[config.mk]
export PLATFORM = sky130hd
export DESIGN_NAME = playfield_renderer
export DESIGN_NICKNAME = d
export VERILOG_FILES = /design/src/rtl/playfield_renderer.sv
export SDC_FILE = /design/constraint.sdc
export NUM_CORES = 1
export LEC_CHECK = 0
export ABC_AREA = 0
export CAP_MARGIN = 5
export CORE_UTILIZATION = 28
export DETAILED_ROUTE_END_ITERATION = 8
export PLACE_DENSITY_LB_ADDON = 0.05
export SYNTH_ARGS = -nofsm -noshare
export SYNTH_HDL_FRONTEND = slang
export SYNTH_SLANG_ARGS = --single-unit
[constraint.sdc]
create_clock -name clk -period 5.3 [get_ports clk]
set_input_delay 1.325 -clock clk [delete_from_list [all_inputs] [get_ports clk]]
set_output_delay 1.325 -clock clk [all_outputs]
set_load 0.02 [all_outputs]
[src/rtl/playfield_renderer.sv]
// playfield_renderer
// Streams one frame of plot commands to the VGA adapter: first every cell of a
// column-major playfield bitmap held in external synchronous RAM, then a
// SPR_W x SPR_H sprite at the position latched on start, clipped to the field.
// Frame length is fixed at FIELD_W*FIELD_H + SPR_W*SPR_H + 2 cycles from the
// start edge to the done pulse.
//
// Optional feature macro: PLAYFIELD_RENDERER_SKIP_BG_EN
//   defined   -> background cells (bitmap 0) are not plotted, so the existing
//                framebuffer contents show through; timing is unchanged.
//   undefined -> background cells are plotted in BG_COLOUR.
module playfield_renderer #(
    parameter int                  FIELD_W     = 120,
    parameter int                  FIELD_H     = 100,
    parameter int                  X_ORG       = 20,
    parameter int                  Y_ORG       = 10,
    parameter int                  SPR_W       = 4,
    parameter int                  SPR_H       = 6,
    parameter int                  COORD_W     = 8,
    parameter int                  ADDR_W      = 14,
    parameter int                  COLOUR_W    = 3,
    parameter logic [COLOUR_W-1:0] WALL_COLOUR = 3'b111,
    parameter logic [COLOUR_W-1:0] BG_COLOUR   = 3'b000,
    parameter logic [COLOUR_W-1:0] SPR_COLOUR  = 3'b100
) (
    input  logic                clk,
    input  logic                reset,
    input  logic                start,
    input  logic                abort,
    input  logic [COORD_W-1:0]  spr_col,
    input  logic [COORD_W-1:0]  spr_row,
    output logic [ADDR_W-1:0]   rd_addr,
    input  logic                rd_data,
    output logic [COORD_W-1:0]  x,
    output logic [COORD_W-1:0]  y,
    output logic [COLOUR_W-1:0] colour,
    output logic                plot,
    output logic                busy,
    output logic                done
);

    // Sized constants so every compare and add below is width-matched.
    localparam int                 N_CELLS   = FIELD_W * FIELD_H;
    localparam logic [ADDR_W-1:0]  LAST_ADDR = ADDR_W'(N_CELLS - 1);
    localparam logic [COORD_W-1:0] LAST_ROW  = COORD_W'(FIELD_H - 1);
    localparam logic [COORD_W-1:0] LAST_DX   = COORD_W'(SPR_W - 1);
    localparam logic [COORD_W-1:0] LAST_DY   = COORD_W'(SPR_H - 1);
    localparam logic [COORD_W-1:0] ONE_C     = COORD_W'(1);
    localparam logic [ADDR_W-1:0]  ONE_A     = ADDR_W'(1);
    localparam logic [COORD_W-1:0] X_ORG_C   = COORD_W'(X_ORG);
    localparam logic [COORD_W-1:0] Y_ORG_C   = COORD_W'(Y_ORG);
    localparam logic [COORD_W:0]   FIELD_W_X = (COORD_W + 1)'(FIELD_W);
    localparam logic [COORD_W:0]   FIELD_H_X = (COORD_W + 1)'(FIELD_H);

    typedef enum logic [2:0] {
        IDLE,
        WALL,
        DRAIN,
        SPRITE,
        DONE
    } state_t;

    state_t             state_reg;
    logic [COORD_W-1:0] spr_col_reg;
    logic [COORD_W-1:0] spr_row_reg;
    // Scan position of the address currently presented to the RAM.
    logic [COORD_W-1:0] col_reg;
    logic [COORD_W-1:0] row_reg;
    // Scan position of the address whose data arrives on rd_data this cycle.
    logic               s1_valid_reg;
    logic [COORD_W-1:0] s1_col_reg;
    logic [COORD_W-1:0] s1_row_reg;
    // Sprite slot counters.
    logic [COORD_W-1:0] dx_reg;
    logic [COORD_W-1:0] dy_reg;

    logic [COORD_W:0]   spr_x_sum;
    logic [COORD_W:0]   spr_y_sum;
    logic               spr_clip;
    logic               wall_plot;

    // Sprite field coordinates kept one bit wider so the clip test sees overflow.
    always_comb begin
        spr_x_sum = {1'b0, spr_col_reg} + {1'b0, dx_reg};
        spr_y_sum = {1'b0, spr_row_reg} + {1'b0, dy_reg};
        spr_clip  = (spr_x_sum >= FIELD_W_X) || (spr_y_sum >= FIELD_H_X);
    end

    // Whether the wall cell arriving from RAM is drawn at all.
    always_comb begin
`ifdef PLAYFIELD_RENDERER_SKIP_BG_EN
        wall_plot = rd_data;
`else
        wall_plot = 1'b1;
`endif
    end

    // Frame sequencer: scan counters, RAM read pipeline and registered outputs.
    always_ff @(posedge clk or posedge reset) begin
        if (reset) begin
            state_reg    <= IDLE;
            spr_col_reg  <= '0;
            spr_row_reg  <= '0;
            col_reg      <= '0;
            row_reg      <= '0;
            s1_valid_reg <= 1'b0;
            s1_col_reg   <= '0;
            s1_row_reg   <= '0;
            dx_reg       <= '0;
            dy_reg       <= '0;
            rd_addr      <= '0;
            x            <= '0;
            y            <= '0;
            colour       <= '0;
            plot         <= 1'b0;
            busy         <= 1'b0;
            done         <= 1'b0;
        end else begin
            plot <= 1'b0;
            done <= 1'b0;
            if (abort && state_reg != IDLE) begin
                // Cancel silently: no done pulse for an aborted frame.
                state_reg    <= IDLE;
                busy         <= 1'b0;
                s1_valid_reg <= 1'b0;
            end else begin
                case (state_reg)
                    IDLE: begin
                        if (start) begin
                            spr_col_reg  <= spr_col;
                            spr_row_reg  <= spr_row;
                            busy         <= 1'b1;
                            rd_addr      <= '0;
                            col_reg      <= '0;
                            row_reg      <= '0;
                            s1_valid_reg <= 1'b0;
                            state_reg    <= WALL;
                        end
                    end
                    WALL: begin
                        // Data for the previous address is on rd_data now.
                        if (s1_valid_reg) begin
                            x      <= X_ORG_C + s1_col_reg;
                            y      <= Y_ORG_C + s1_row_reg;
                            colour <= rd_data ? WALL_COLOUR : BG_COLOUR;
                            plot   <= wall_plot;
                        end
                        s1_valid_reg <= 1'b1;
                        s1_col_reg   <= col_reg;
                        s1_row_reg   <= row_reg;
                        if (rd_addr == LAST_ADDR) begin
                            state_reg <= DRAIN;
                        end else begin
                            // Incrementing address equals col*FIELD_H+row in this scan order.
                            rd_addr <= rd_addr + ONE_A;
                            if (row_reg == LAST_ROW) begin
                                row_reg <= '0;
                                col_reg <= col_reg + ONE_C;
                            end else begin
                                row_reg <= row_reg + ONE_C;
                            end
                        end
                    end
                    DRAIN: begin
                        // Final wall cell leaves the pipeline.
                        x            <= X_ORG_C + s1_col_reg;
                        y            <= Y_ORG_C + s1_row_reg;
                        colour       <= rd_data ? WALL_COLOUR : BG_COLOUR;
                        plot         <= wall_plot;
                        s1_valid_reg <= 1'b0;
                        dx_reg       <= '0;
                        dy_reg       <= '0;
                        state_reg    <= SPRITE;
                    end
                    SPRITE: begin
                        // Clipped slots still take a cycle so the frame length is fixed.
                        x      <= X_ORG_C + spr_x_sum[COORD_W-1:0];
                        y      <= Y_ORG_C + spr_y_sum[COORD_W-1:0];
                        colour <= SPR_COLOUR;
                        plot   <= ~spr_clip;
                        if (dy_reg == LAST_DY) begin
                            dy_reg <= '0;
                            if (dx_reg == LAST_DX) begin
                                state_reg <= DONE;
                            end else begin
                                dx_reg <= dx_reg + ONE_C;
                            end
                        end else begin
                            dy_reg <= dy_reg + ONE_C;
                        end
                    end
                    DONE: begin
                        done      <= 1'b1;
                        busy      <= 1'b0;
                        state_reg <= IDLE;
                    end
                    default: begin
                        state_reg <= IDLE;
                        busy      <= 1'b0;
                    end
                endcase
            end
        end
    end

endmodule

==> results by group, run 1 <==
Status
  • Status: completed

Logic synthesis
  • Ys flop type: dfrtp_1
  • Cells after Synth: 579
  • Area leader, netlist: dfrtp_1
  • Synthesized Nets: 626
  • Most common cell in the netlist: dfrtp_1
  • Netlist cell types: 64
  • Mean area per synthesized cell: 9.798 um2
  • #FFs+latches synth: 103
  • Most frequent cells after synthesis: dfrtp_1 (103), nand2_1 (78), o21ai_0 (57)
  • Asr flop ratio synth: 1.000
  • EDFF count, synth: 0
  • Post-synthesis sequential area ratio: 0.4543
  • Cell Area, Synth: 5673 um2
  • Synth top area share: 0.4543
  • Yosys warning total: 0
  • Top cells by area, synth: dfrtp_1 (45%), mux2_2 (6.0%), ha_1 (5.3%), nand2_1 (5.2%), o21ai_0 (5.0%)

CTS
  • CTS Hold Buffers Added: 0
  • H-tree levels: 3
  • Worst-path clk slew: 70 ps
  • Sink Count: 103
  • Clk root buf: clkbuf_16
  • Setup bufs post-CTS: 0
  • Post-cts sizing count: 0
  • Clock Path Buffers: 2
  • CTS tree: yes
  • Worst skew pair latency: 360 ps
  • CTS Buf Count: 9

Pwr
  • Maximum VDD drop: 0.1407 mV
  • Clock power share: 0.307
  • Combinational group share of total power: 0.249
  • Seq pwr share: 0.443
  • Total Power: 2.274 mW
  • Pint: 1.545 mW
  • Switching Power: 0.7295 mW
  • PwrDens: 333.9 nW/um2
  • Leakage: 2.933 nW
  • Net Sw Frac: 0.3208

Floorplan
  • Placeable Area: 19,650 um2
  • Ports: 57
  • Die W: 144.3 um
  • Die height: 144.3 um
  • DIE AREA: 20,830 um2
  • Row cnt: 51
  • Initial Util: 0.2886

Drt
  • Residual DRC: 0
  • Drt wl/cell: 15.51 um
  • Detailed Route WL: 13.93 mm
  • First DRT Iteration DRCs: 198
  • Pre-antenna DRT Iters: 5
  • Vias post-DR: 4,293
  • Antenna Violating Nets Remaining: 0
  • Via density: 4.781

Global route
  • GR Util All Layers: 0.1454
  • Grt met3 use: 0.02914
  • Initial antenna violation count: 0
  • Vias in the first global route: 4,263
  • Met2 GRT Util: 0.2310
  • Overflow after GRT: 0
  • Largest net degree at the start of global routing: 104
  • Routing usage on met1: 0.1947
  • Gr busiest metal: met2
  • First-pass GRT wire length: 22.91 mm

Timing
  • Final slew viol count: 0
  • Period minus WS final: 3716 ps
  • Hold Violations, Final: 0
  • Period Utilization, post-route: 0.7012
  • Max Fclk: 269.1 MHz
  • Final setup skew: 9.883 ps
  • Worst slew margin: 0.2845
  • RSZ-0062 raised after global routing: no
  • Actual slew at the worst max-slew pin: 1065 ps
  • Final setup viols: 0
  • Hold slack: 466.8 ps
  • Setup tns final: 0 ps

Critical path
  • Crit path kind: in2reg
  • Critical path arrival: 3940 ps
  • CP cell instances: clkdlybuf4s50_1 > nor4b_4 > buf_4 > o41ai_2 > and2b_1 > nand2b_4 > nor4_2 > xnor2_1 > nor2_1
  • Slowest stage delay, CP: 640 ps
  • Crit path max-delay cell type: clkdlybuf4s50_1
  • Worst Path Buf+Inv: 2
  • Worst EP required: 5530 ps
  • Top cell family by delay on the critical path: simple AND/OR/NAND/NOR gates
  • CP Capture Type: register
  • Critical path launch point type: input port
  • Highest net fanout along the worst path: 21

Final layout
  • Area growth, synth to finish: 20.07%
  • Share of post-route cells with drive strength above 1: 0.1074
  • Number of fill cells: 2,031
  • Number of diodes: 0
  • Max FFs per register: 14
  • Largest register by flop count: rd_addr
  • Final Net Count: 675

Hold path
  • Worst hold path class: reg2reg

Placement
  • HPWL Detailed: 10.04 mm
  • Final GP Congestion: 0.8032
  • IO buf count: 56

Job
  • Max Cap Violations: 0
-- final cells by class --
| class | instances | area [um2] | area share |
|---|---|---|---|
| timing repair buffer | 60 | 603.1 | 0.08854 |
| tap | 265 | 331.6 | 0.04868 |
| clock inverter | 7 | 77.57 | 0.01139 |
| clock buffer | 9 | 225.2 | 0.03306 |
| inverter | 15 | 58.81 | 0.008633 |
| sequential | 103 | 2577 | 0.3784 |
| multi-input combinational | 439 | 2938 | 0.4313 |
-- power by group through the flow --
stage	Clock [mW]	Sequential [mW]	Combinational (mW)
3_3_place_gp	0	1.03	0.574
4_1_cts	0.727	1.01	0.579
5_1_grt	0.758	1.03	0.635
2_1_floorplan	0	1.05	0.316
3_5_place_dp	0	1.03	0.576
6_report	0.699	1.01	0.567
-- placed cells by master (no fill, tap or decap), drive strengths merged, types with 3 or more instances in the layout --
cell / Yosys / layout
o21ai: 57 / 57
clkdlybuf4s50: 0 / 56
a21oi: 16 / 16
ha: 24 / 24
o31ai: 13 / 13
nand2: 78 / 78
nor2: 49 / 49
or3: 8 / 8
buf: 7 / 4
nor2b: 7 / 7
a211oi: 3 / 3
nand2b: 12 / 12
mux2i: 4 / 4
nand4: 7 / 7
nand3: 22 / 22
inv: 15 / 19
clkbuf: 15 / 9
nor4b: 3 / 3
or2: 4 / 4
nor4: 4 / 4
xor2: 25 / 25
a21o: 3 / 3
dfrtp: 103 / 103
mux2: 30 / 30
and3: 7 / 7
o211ai: 3 / 3
nor3b: 3 / 3
a31oi: 4 / 4
xnor2: 14 / 14
nor3: 6 / 6
-- cells by family after synthesis --
kind of cell               share of synthesized area
xor gates and xnor gates                     0.06021
buffers and inverters                        0.02779
adders and majority gates                    0.05999
DFF                                           0.4543
and+or+nand+nor                               0.2049
muxes                                        0.06661
AOI/OAI and AO/OA                             0.1262
-- worst reg2reg max path, stage by stage (launching register included) --
cell     delay [ps]
dfrtp_1         700
and3b_1         740
o41ai_4         310
and3_1          370
and4_1          310
nand3_1         110
xor2_1          170
nor2_1           50
-- through the flow --
step | util | std cells | setup slack, ps | cell area (um2)
global route | 0.3466 | 898 | 1371 | 6812
global placement | 0.3312 | 882 | 1263 | 6509
floorplan | - | 579 | 1271 | 5673
finish | 0.3466 | 898 | 1584 | 6812
detailed placement | 0.3312 | 882 | 1176 | 6509
CTS | 0.3466 | 898 | 1572 | 6812
-- metal layers --
metal | part of all wire | vias to the layer above
met2 | 0.46 | 75
met1 | 0.49 | 2080
met5 | 0 | -
met3 | 0.029 | 13
met4 | 0.021 | 0
li1 | - | 2125
-- path summary, 6_finish.rpt --
check | slack, ps | cells past startpoint | start | end
max in group asynchronous | 3420 | 3 | reset | state_reg[2]
min in group asynchronous | 1460 | 3 | reset | colour[2]
worst max-delay path | 1580 | 9 | abort | col_reg[7]
worst min register to register | 470 | 2 | colour[2] | colour[2]
worst max register to register | 2420 | 7 | state_reg[1] | dx_reg[5]
worst min-delay path | 470 | 2 | colour[2] | colour[2]
(Power assumes the default switching activity.)
==> run 2, diff against run 1 <==
==> constraint.sdc (replaced) <==
create_clock -name clk -period 3.5 [get_ports clk]
set_input_delay 0.875 -clock clk [delete_from_list [all_inputs] [get_ports clk]]
set_output_delay 0.875 -clock clk [all_outputs]
set_load 0.02 [all_outputs]
==> run 2 against run 1 <==
  * Utilization grew 0.40 points
  * Global-route usage is 0.51 points higher
  * Via count up 1.6%
  * Power is 56% higher
  * Clock-buffer cell count increased by 3
  * Largest power group unchanged
==> results by group, run 2 (synthesis results as in run 1) <==
Hold path
  • Hold path depth: 2 (unchanged)
  • WHS Endpoint: colour[2] (unchanged)
  • Min-delay src: colour[2] (unchanged)
  • Worst hold path class: reg2reg (unchanged)

Floorplan
  • Ports: 57 (unchanged)
  • Die W: 144.3 um (unchanged)
  • Placeable Area: 19,650 um2 (unchanged)
  • Row cnt: 51 (unchanged)
  • Die height: 144.3 um (unchanged)
  • Initial Util: 0.2886 (unchanged)
  • DIE AREA: 20,830 um2 (unchanged)

Pwr
  • Total Power: 3.537 mW (was 2.274 mW)
  • Pint: 2.450 mW (was 1.545 mW)
  • Seq pwr share: 0.432 (was 0.443)
  • Clock power share: 0.321 (was 0.307)
  • PwrDens: 513.4 nW/um2 (was 333.9 nW/um2)
  • Switching Power: 1.087 mW (was 0.7295 mW)
  • Maximum VDD drop: 0.2312 mV (was 0.1407 mV)
  • Combinational group share of total power: 0.247 (was 0.249)
  • Leakage: 2.970 nW (was 2.933 nW)
  • Net Sw Frac: 0.3073 (was 0.3208)

Critical path
  • Worst EP required: 3730 ps (was 5530 ps)
  • End of the worst register-to-register path: plot (was dx_reg[5])
  • Crit path max-delay cell type: or4b_2 (was clkdlybuf4s50_1)
  • Worst Path Buf+Inv: 1 (was 2)
  • Crit path kind: reg2reg (was in2reg)
  • Top cell family by delay on the critical path: simple AND/OR/NAND/NOR gates (unchanged)
  • CP cell instances: ha_1 > inv_1 > fa_1 > nand2b_1 > a211oi_1 > or3_1 > o211ai_1 > or4b_2 > nand4_1 > o21ai_0 (was clkdlybuf4s50_1 > nor4b_4 > buf_4 > o41ai_2 > and2b_1 > nand2b_4 > nor4_2 > xnor2_1 > nor2_1)
  • Critical path arrival: 3080 ps (was 3940 ps)
  • R2r startpoint: dx_reg[0] (was state_reg[1])
  • CP Capture Type: register (unchanged)
  • Slowest stage delay, CP: 700 ps (was 640 ps)
  • Setup slack, reg-to-reg: 650 ps (was 2420 ps)
  • R2R cell count: 10 (was 7)
  • Critical path launch point type: register (was input port)
  • Highest net fanout along the worst path: 4 (was 21)

Drt
  • First DRT Iteration DRCs: 221 (was 198)
  • DR WL met2: 6.553 mm (was 6.443 mm)
  • Vias post-DR: 4,361 (was 4,293)
  • Pre-antenna DRT Iters: 4 (was 5)
  • Routed length on met1: 6.935 mm (was 6.791 mm)
  • Top Layer Used: met4 (unchanged)
  • Met3 wire len: 524 um (was 405 um)
  • Drt wl/cell: 15.80 um (was 15.51 um)
  • Antenna Violating Nets Remaining: 0 (unchanged)
  • Detailed Route WL: 14.31 mm (was 13.93 mm)
  • Via density: 4.813 (was 4.781)
  • Residual DRC: 0 (unchanged)

CTS
  • Clock Path Buffers: 2 (unchanged)
  • Sink Count: 103 (unchanged)
  • CTS Hold Buffers Added: 0 (unchanged)
  • Setup bufs post-CTS: 0 (unchanged)
  • H-tree levels: 3 (unchanged)
  • Worst-path clk slew: 70 ps (about the same)
  • CTS Buf Count: 9 (unchanged)
  • Worst skew pair latency: 350 ps (was 360 ps)
  • CTS tree: yes (unchanged)
  • Post-cts sizing count: 0 (unchanged)
  • Clk root buf: clkbuf_16 (unchanged)

Timing
  • Hold slack: 468.1 ps (was 466.8 ps)
  • Worst slew margin: 0.5186 (was 0.2845)
  • Period Utilization, post-route: 0.8137
  • Final setup viols: 0 (unchanged)
  • RSZ-0062 raised after global routing: no (unchanged)
  • Max Fclk: 351.1 MHz
  • Final slew viol count: 0 (unchanged)
  • Hold Violations, Final: 0 (unchanged)
  • Final worst-path setup slack: 652.1 ps (was 1584 ps)
  • Actual slew at the worst max-slew pin: 717.8 ps (was 1065 ps)
  • Setup tns final: 0 ps (unchanged)
  • Period minus WS final: 2848 ps
  • Final setup skew: 10.09 ps (was 9.883 ps)

Global route
  • Largest net degree at the start of global routing: 37 (was 104)
  • First-pass GRT wire length: 23.76 mm (was 22.91 mm)
  • Initial antenna violation count: 0 (unchanged)
  • Overflow after GRT: 0 (unchanged)
  • Vias in the first global route: 4,417 (was 4,263)
  • GR Util All Layers: 0.1505 (was 0.1454)

Placement
  • IO buf count: 56 (unchanged)
  • HPWL Detailed: 10.60 mm (was 10.04 mm)
  • Final GP Congestion: 0.7821 (was 0.8032)
  • DP Worst Slack: 384.2 ps (was 1176 ps)

Final layout
  • Commonest non-fill, non-tap cell in the layout: dfrtp_1 (unchanged)
  • Area growth, synth to finish: 21.46% (was 20.07%)
  • Number of diodes: 0 (unchanged)
  • Largest register by flop count: rd_addr (unchanged)
  • Share of post-route cells with drive strength above 1: 0.1170 (was 0.1074)
  • Max FFs per register: 14 (unchanged)
  • Final core utilization: 0.3506 (was 0.3466)
  • Most frequent cells in the layout: dfrtp_1 (103), nand2_1 (78), o21ai_0 (57) (unchanged)
  • Number of fill cells: 2,049 (was 2,031)
  • Final Net Count: 683 (was 675)

Status
  • Status: completed (unchanged)

Job
  • Max Cap Violations: 0 (unchanged)
==> run 2: cell types whose count changed in the layout (fill, tap and decap cells not counted) <==
cell        before  now
inv_4            1    0
buf_4            3   12
inv_6            3    1
clkinv_2         2    0
inv_8            1    0
clkbuf_8         0    2
buf_12           1    0
bufinv_16        1    2
clkinvlp_4       0    2
clkbuf_1         0    1
==> run 2: routing by layer <==
| layer | vias to the layer above | global-route usage |
|---|---|---|
| li1 | 2141 | - |
| met1 | 2123 | 0.2027 |
| met2 | 83 | 0.2376 |
| met3 | 14 | 0.02682 |
| met4 | 0 | 0.06094 |
| met5 | - | 0 |
==> run 2: how the worst max path moves through the flow <==
stage               depth (start not counted)  slack, ps         to       from
CTS                                        10        660       plot  dx_reg[0]
detailed placement                          8        380  dx_reg[5]      abort
floorplan                                  10        980       plot  dx_reg[0]
global placement                            8        410  dx_reg[5]      abort
global route                               10        470       plot  dx_reg[0]
finish                                     10        650       plot  dx_reg[0]
==> run 2: power groups by stage <==
stage	clock, mW	sequential (mW)	combinational [mW]
floorplan	0	1.59	0.478
global placement	0	1.56	0.881
detailed placement	0	1.56	0.890
CTS	1.19	1.54	0.893
global route	1.24	1.56	0.979
finish	1.14	1.53	0.874
==> run 2: final cells by class <==
class | count | area [um2] | area share
clock inverter | 4 | 76.32 | 0.01108
sequential | 103 | 2577 | 0.3741
multi-input combinational | 439 | 2938 | 0.4264
timing repair buffer | 68 | 650.6 | 0.09443
clock buffer | 12 | 256.5 | 0.03723
inverter | 15 | 60.06 | 0.008716
tap | 265 | 331.6 | 0.04812
==> run 2: worst min-delay path: stages (launching register included) <==
cell and delay, ps:
dfrtp_1 340, nand2_1 50, nand2_1 50
==> run 2: stage by stage <==
| stage | std cells | area [um2] |
|---|---|---|
| 3_3_place_gp | 890 | 6558 |
| 3_5_place_dp | 890 | 6558 |
| 6_report | 906 | 6890 |
| 5_1_grt | 906 | 6890 |
| 2_1_floorplan | 579 | 5677 |
| 4_1_cts | 906 | 6890 |
==> run 3, diff against run 2 <==
==> constraint.sdc (replaced) <==
create_clock -name clk -period 2.45 [get_ports clk]
set_input_delay 0.6125 -clock clk [delete_from_list [all_inputs] [get_ports clk]]
set_output_delay 0.6125 -clock clk [all_outputs]
set_load 0.02 [all_outputs]
==> run 3 against run 2 <==
  * Critical path depth did not move
  * Critical path type unchanged
  * Global-route usage rose by 0.35 points
  * Wire length increased by 2.7%
  * Clock power increased by 32%
  * Clock-buffer cell count down 2
  * Via count rose by 3.6%
==> results by group, run 3 (synthesis results as in run 1) <==
Critical path
  • Crit path max-delay cell type: or4_4 (was or4b_2)
  • Crit path kind: reg2reg (unchanged)
  • Critical path arrival: 2640 ps (was 3080 ps)
  • CP cell instances: ha_1 > inv_1 > fa_2 > nor2b_1 > o311a_1 > or4_4 > nand3_2 > o2111ai_2 > xor2_2 > o21ai_1 (was ha_1 > inv_1 > fa_1 > nand2b_1 > a211oi_1 > or3_1 > o211ai_1 > or4b_2 > nand4_1 > o21ai_0)
  • Critical path launch point type: register (unchanged)
  • Slowest stage delay, CP: 420 ps (was 700 ps)
  • Highest net fanout along the worst path: 2 (was 4)
  • CP Capture Type: register (unchanged)
  • Worst Path Buf+Inv: 1 (unchanged)
  • Top cell family by delay on the critical path: simple AND/OR/NAND/NOR gates (unchanged)
  • Worst EP required: 2700 ps (was 3730 ps)

Floorplan
  • Ports: 57 (unchanged)
  • DIE AREA: 20,830 um2 (unchanged)
  • Die W: 144.3 um (unchanged)
  • Die height: 144.3 um (unchanged)
  • Initial Util: 0.2886 (unchanged)
  • Row cnt: 51 (unchanged)
  • Placeable Area: 19,650 um2 (unchanged)

Drt
  • Vias post-DR: 4,518 (was 4,361)
  • Antenna Violating Nets Remaining: 0 (unchanged)
  • Residual DRC: 0 (unchanged)
  • Via density: 4.687 (was 4.813)
  • First DRT Iteration DRCs: 220 (was 221)
  • Detailed Route WL: 14.70 mm (was 14.31 mm)
  • Drt wl/cell: 15.25 um (was 15.80 um)
  • Pre-antenna DRT Iters: 4 (unchanged)

CTS
  • Worst-path clk slew: 70 ps (about the same)
  • CTS Hold Buffers Added: 0 (unchanged)
  • Clock Path Buffers: 2 (unchanged)
  • Clk root buf: clkbuf_16 (unchanged)
  • CTS Buf Count: 9 (unchanged)
  • Sink Count: 103 (unchanged)
  • Worst skew pair latency: 360 ps (was 350 ps)
  • H-tree levels: 3 (unchanged)
  • CTS tree: yes (unchanged)

Timing
  • Actual slew at the worst max-slew pin: 743.4 ps (was 717.8 ps)
  • Worst slew margin: 0.5014 (was 0.5186)
  • Period minus WS final: 2397 ps (was 2848 ps)
  • Final setup viols: 0 (unchanged)
  • Final setup skew: 8.041 ps (was 10.09 ps)
  • Hold Violations, Final: 0 (unchanged)
  • Final slew viol count: 0 (unchanged)
  • Max Fclk: 417.2 MHz (was 351.1 MHz)
  • Period Utilization, post-route: 0.9783 (was 0.8137)
  • RSZ-0062 raised after global routing: yes (was no)

Global route
  • Vias in the first global route: 4,619 (was 4,417)
  • GR Util All Layers: 0.1540 (was 0.1505)
  • Initial antenna violation count: 0 (unchanged)
  • Overflow after GRT: 0 (unchanged)
  • Largest net degree at the start of global routing: 37 (unchanged)
  • First-pass GRT wire length: 24.35 mm (was 23.76 mm)

Status
  • Status: completed (unchanged)

Job
  • Max Cap Violations: 0 (unchanged)

Pwr
  • Clock power share: 0.295 (was 0.321)
  • Switching Power: 1.623 mW (was 1.087 mW)
  • PwrDens: 685.8 nW/um2 (was 513.4 nW/um2)
  • Combinational group share of total power: 0.281 (was 0.247)
  • Net Sw Frac: 0.3166 (was 0.3073)
  • Seq pwr share: 0.424 (was 0.432)
  • Pint: 3.503 mW (was 2.450 mW)
  • Maximum VDD drop: 0.3289 mV (was 0.2312 mV)
  • Leakage: 3.302 nW (was 2.970 nW)

Placement
  • Final GP Congestion: 0.7697 (was 0.7821)
  • IO buf count: 56 (unchanged)
  • HPWL Detailed: 11.08 mm (was 10.60 mm)
  • Post-DP Area: 7041 um2 (was 6558 um2)

Final layout
  • Largest register by flop count: rd_addr (unchanged)
  • Final Instance Area: 7475 um2 (was 6890 um2)
  • Area growth, synth to finish: 31.76% (was 21.46%)
  • Most frequent cells in the layout: dfrtp_1 (103), nand2_1 (78), buf_4 (63) (was dfrtp_1 (103), nand2_1 (78), o21ai_0 (57))
  • Final Net Count: 741 (was 683)
  • Max FFs per register: 14 (unchanged)
  • Number of diodes: 0 (unchanged)
  • Commonest non-fill, non-tap cell in the layout: dfrtp_1 (unchanged)
  • Final core utilization: 0.3803 (was 0.3506)
  • Share of post-route cells with drive strength above 1: 0.2203 (was 0.1170)
  • Number of fill cells: 2,053 (was 2,049)

Hold path
  • Worst hold path class: reg2reg (unchanged)
[run 3: cell types whose count changed in the layout (fill, tap and decap cells not counted), moves of 3 or more]
cell and delta:
o21ai_0 -6, buf_4 +51, a211oi_2 +3, o21ai_1 +6
buf_12 +4, a211oi_1 -3, buf_6 +3
[run 3: final timing paths]
check	to	cells after the start	slack, ps	start
setup / recovery	y[7]	10	50	spr_row_reg[0]
hold / removal	colour[2]	2	470	colour[2]
setup reg to reg	y[7]	10	50	spr_row_reg[0]
hold reg to reg	colour[2]	2	470	colour[2]
max in group asynchronous	dy_reg[0]	3	1290	reset
min in group asynchronous	s1_col_reg[5]	2	560	reset
[run 3: per-layer routing]
metal | track usage | vias up | share of wire
li1 | - | 2265 | -
met1 | 0.2104 | 2191 | 0.50
met2 | 0.2490 | 51 | 0.47
met3 | 0.02152 | 11 | 0.020
met4 | 0.05152 | 0 | 0.014
met5 | 0 | - | 0
[run 3: worst min-delay path, cell delays in order (launching register included)]
cell	delay (ps)
dfrtp_1	340
nand2_1	50
nand2_1	50
[run 3: per-stage QoR]
stage / setup WS, ps / std cells / total power [mW] / hold slack (ps) / TNS [ps]
final: 53.22 / 964 / 5.126 / 466.5 / 0
after detailed placement: -233.3 / 946 / 3.615 / 455.6 / -4080
after global placement: -177.7 / 946 / 3.599 / 457.4 / -2571
after CTS: 8.044 / 964 / 5.190 / 472.3 / 0
after global routing: -48.29 / 964 / 5.462 / 503.0 / -118.8
after floorplan: 0.5256 / 579 / 2.968 / 463.7 / 0
[run 3: final cells by class]
| type | count | area [um2] | area share |
|---|---|---|---|
| Sequential cell | 103 | 2577 | 0.3448 |
| Tap cell | 265 | 331.6 | 0.04436 |
| Multi-Input combinational cell | 439 | 3053 | 0.4084 |
| Inverter | 15 | 60.06 | 0.008035 |
| Clock buffer | 10 | 239.0 | 0.03197 |
| Clock inverter | 6 | 66.31 | 0.008872 |
| Timing Repair Buffer | 126 | 1147 | 0.1535 |
[run 3: what timing repair did]
item                                    in CTS  in global routing
resized for setup                            7                 23
pin swaps                                    4                 12
hold endpoints to repair                     0                  0
cloned                                       0                  0
endpoints found under the setup margin       2                 16
setup buffers                                2                  1
[run 3: power by group through the flow]
| stage | clock, mW | combinational [mW] | sequential (mW) |
|---|---|---|---|
| 2_1_floorplan | 0 | 0.694 | 2.27 |
| 3_3_place_gp | 0 | 1.40 | 2.20 |
| 3_5_place_dp | 0 | 1.41 | 2.21 |
| 4_1_cts | 1.58 | 1.44 | 2.18 |
| 5_1_grt | 1.64 | 1.61 | 2.21 |
| 6_report | 1.51 | 1.44 | 2.17 |
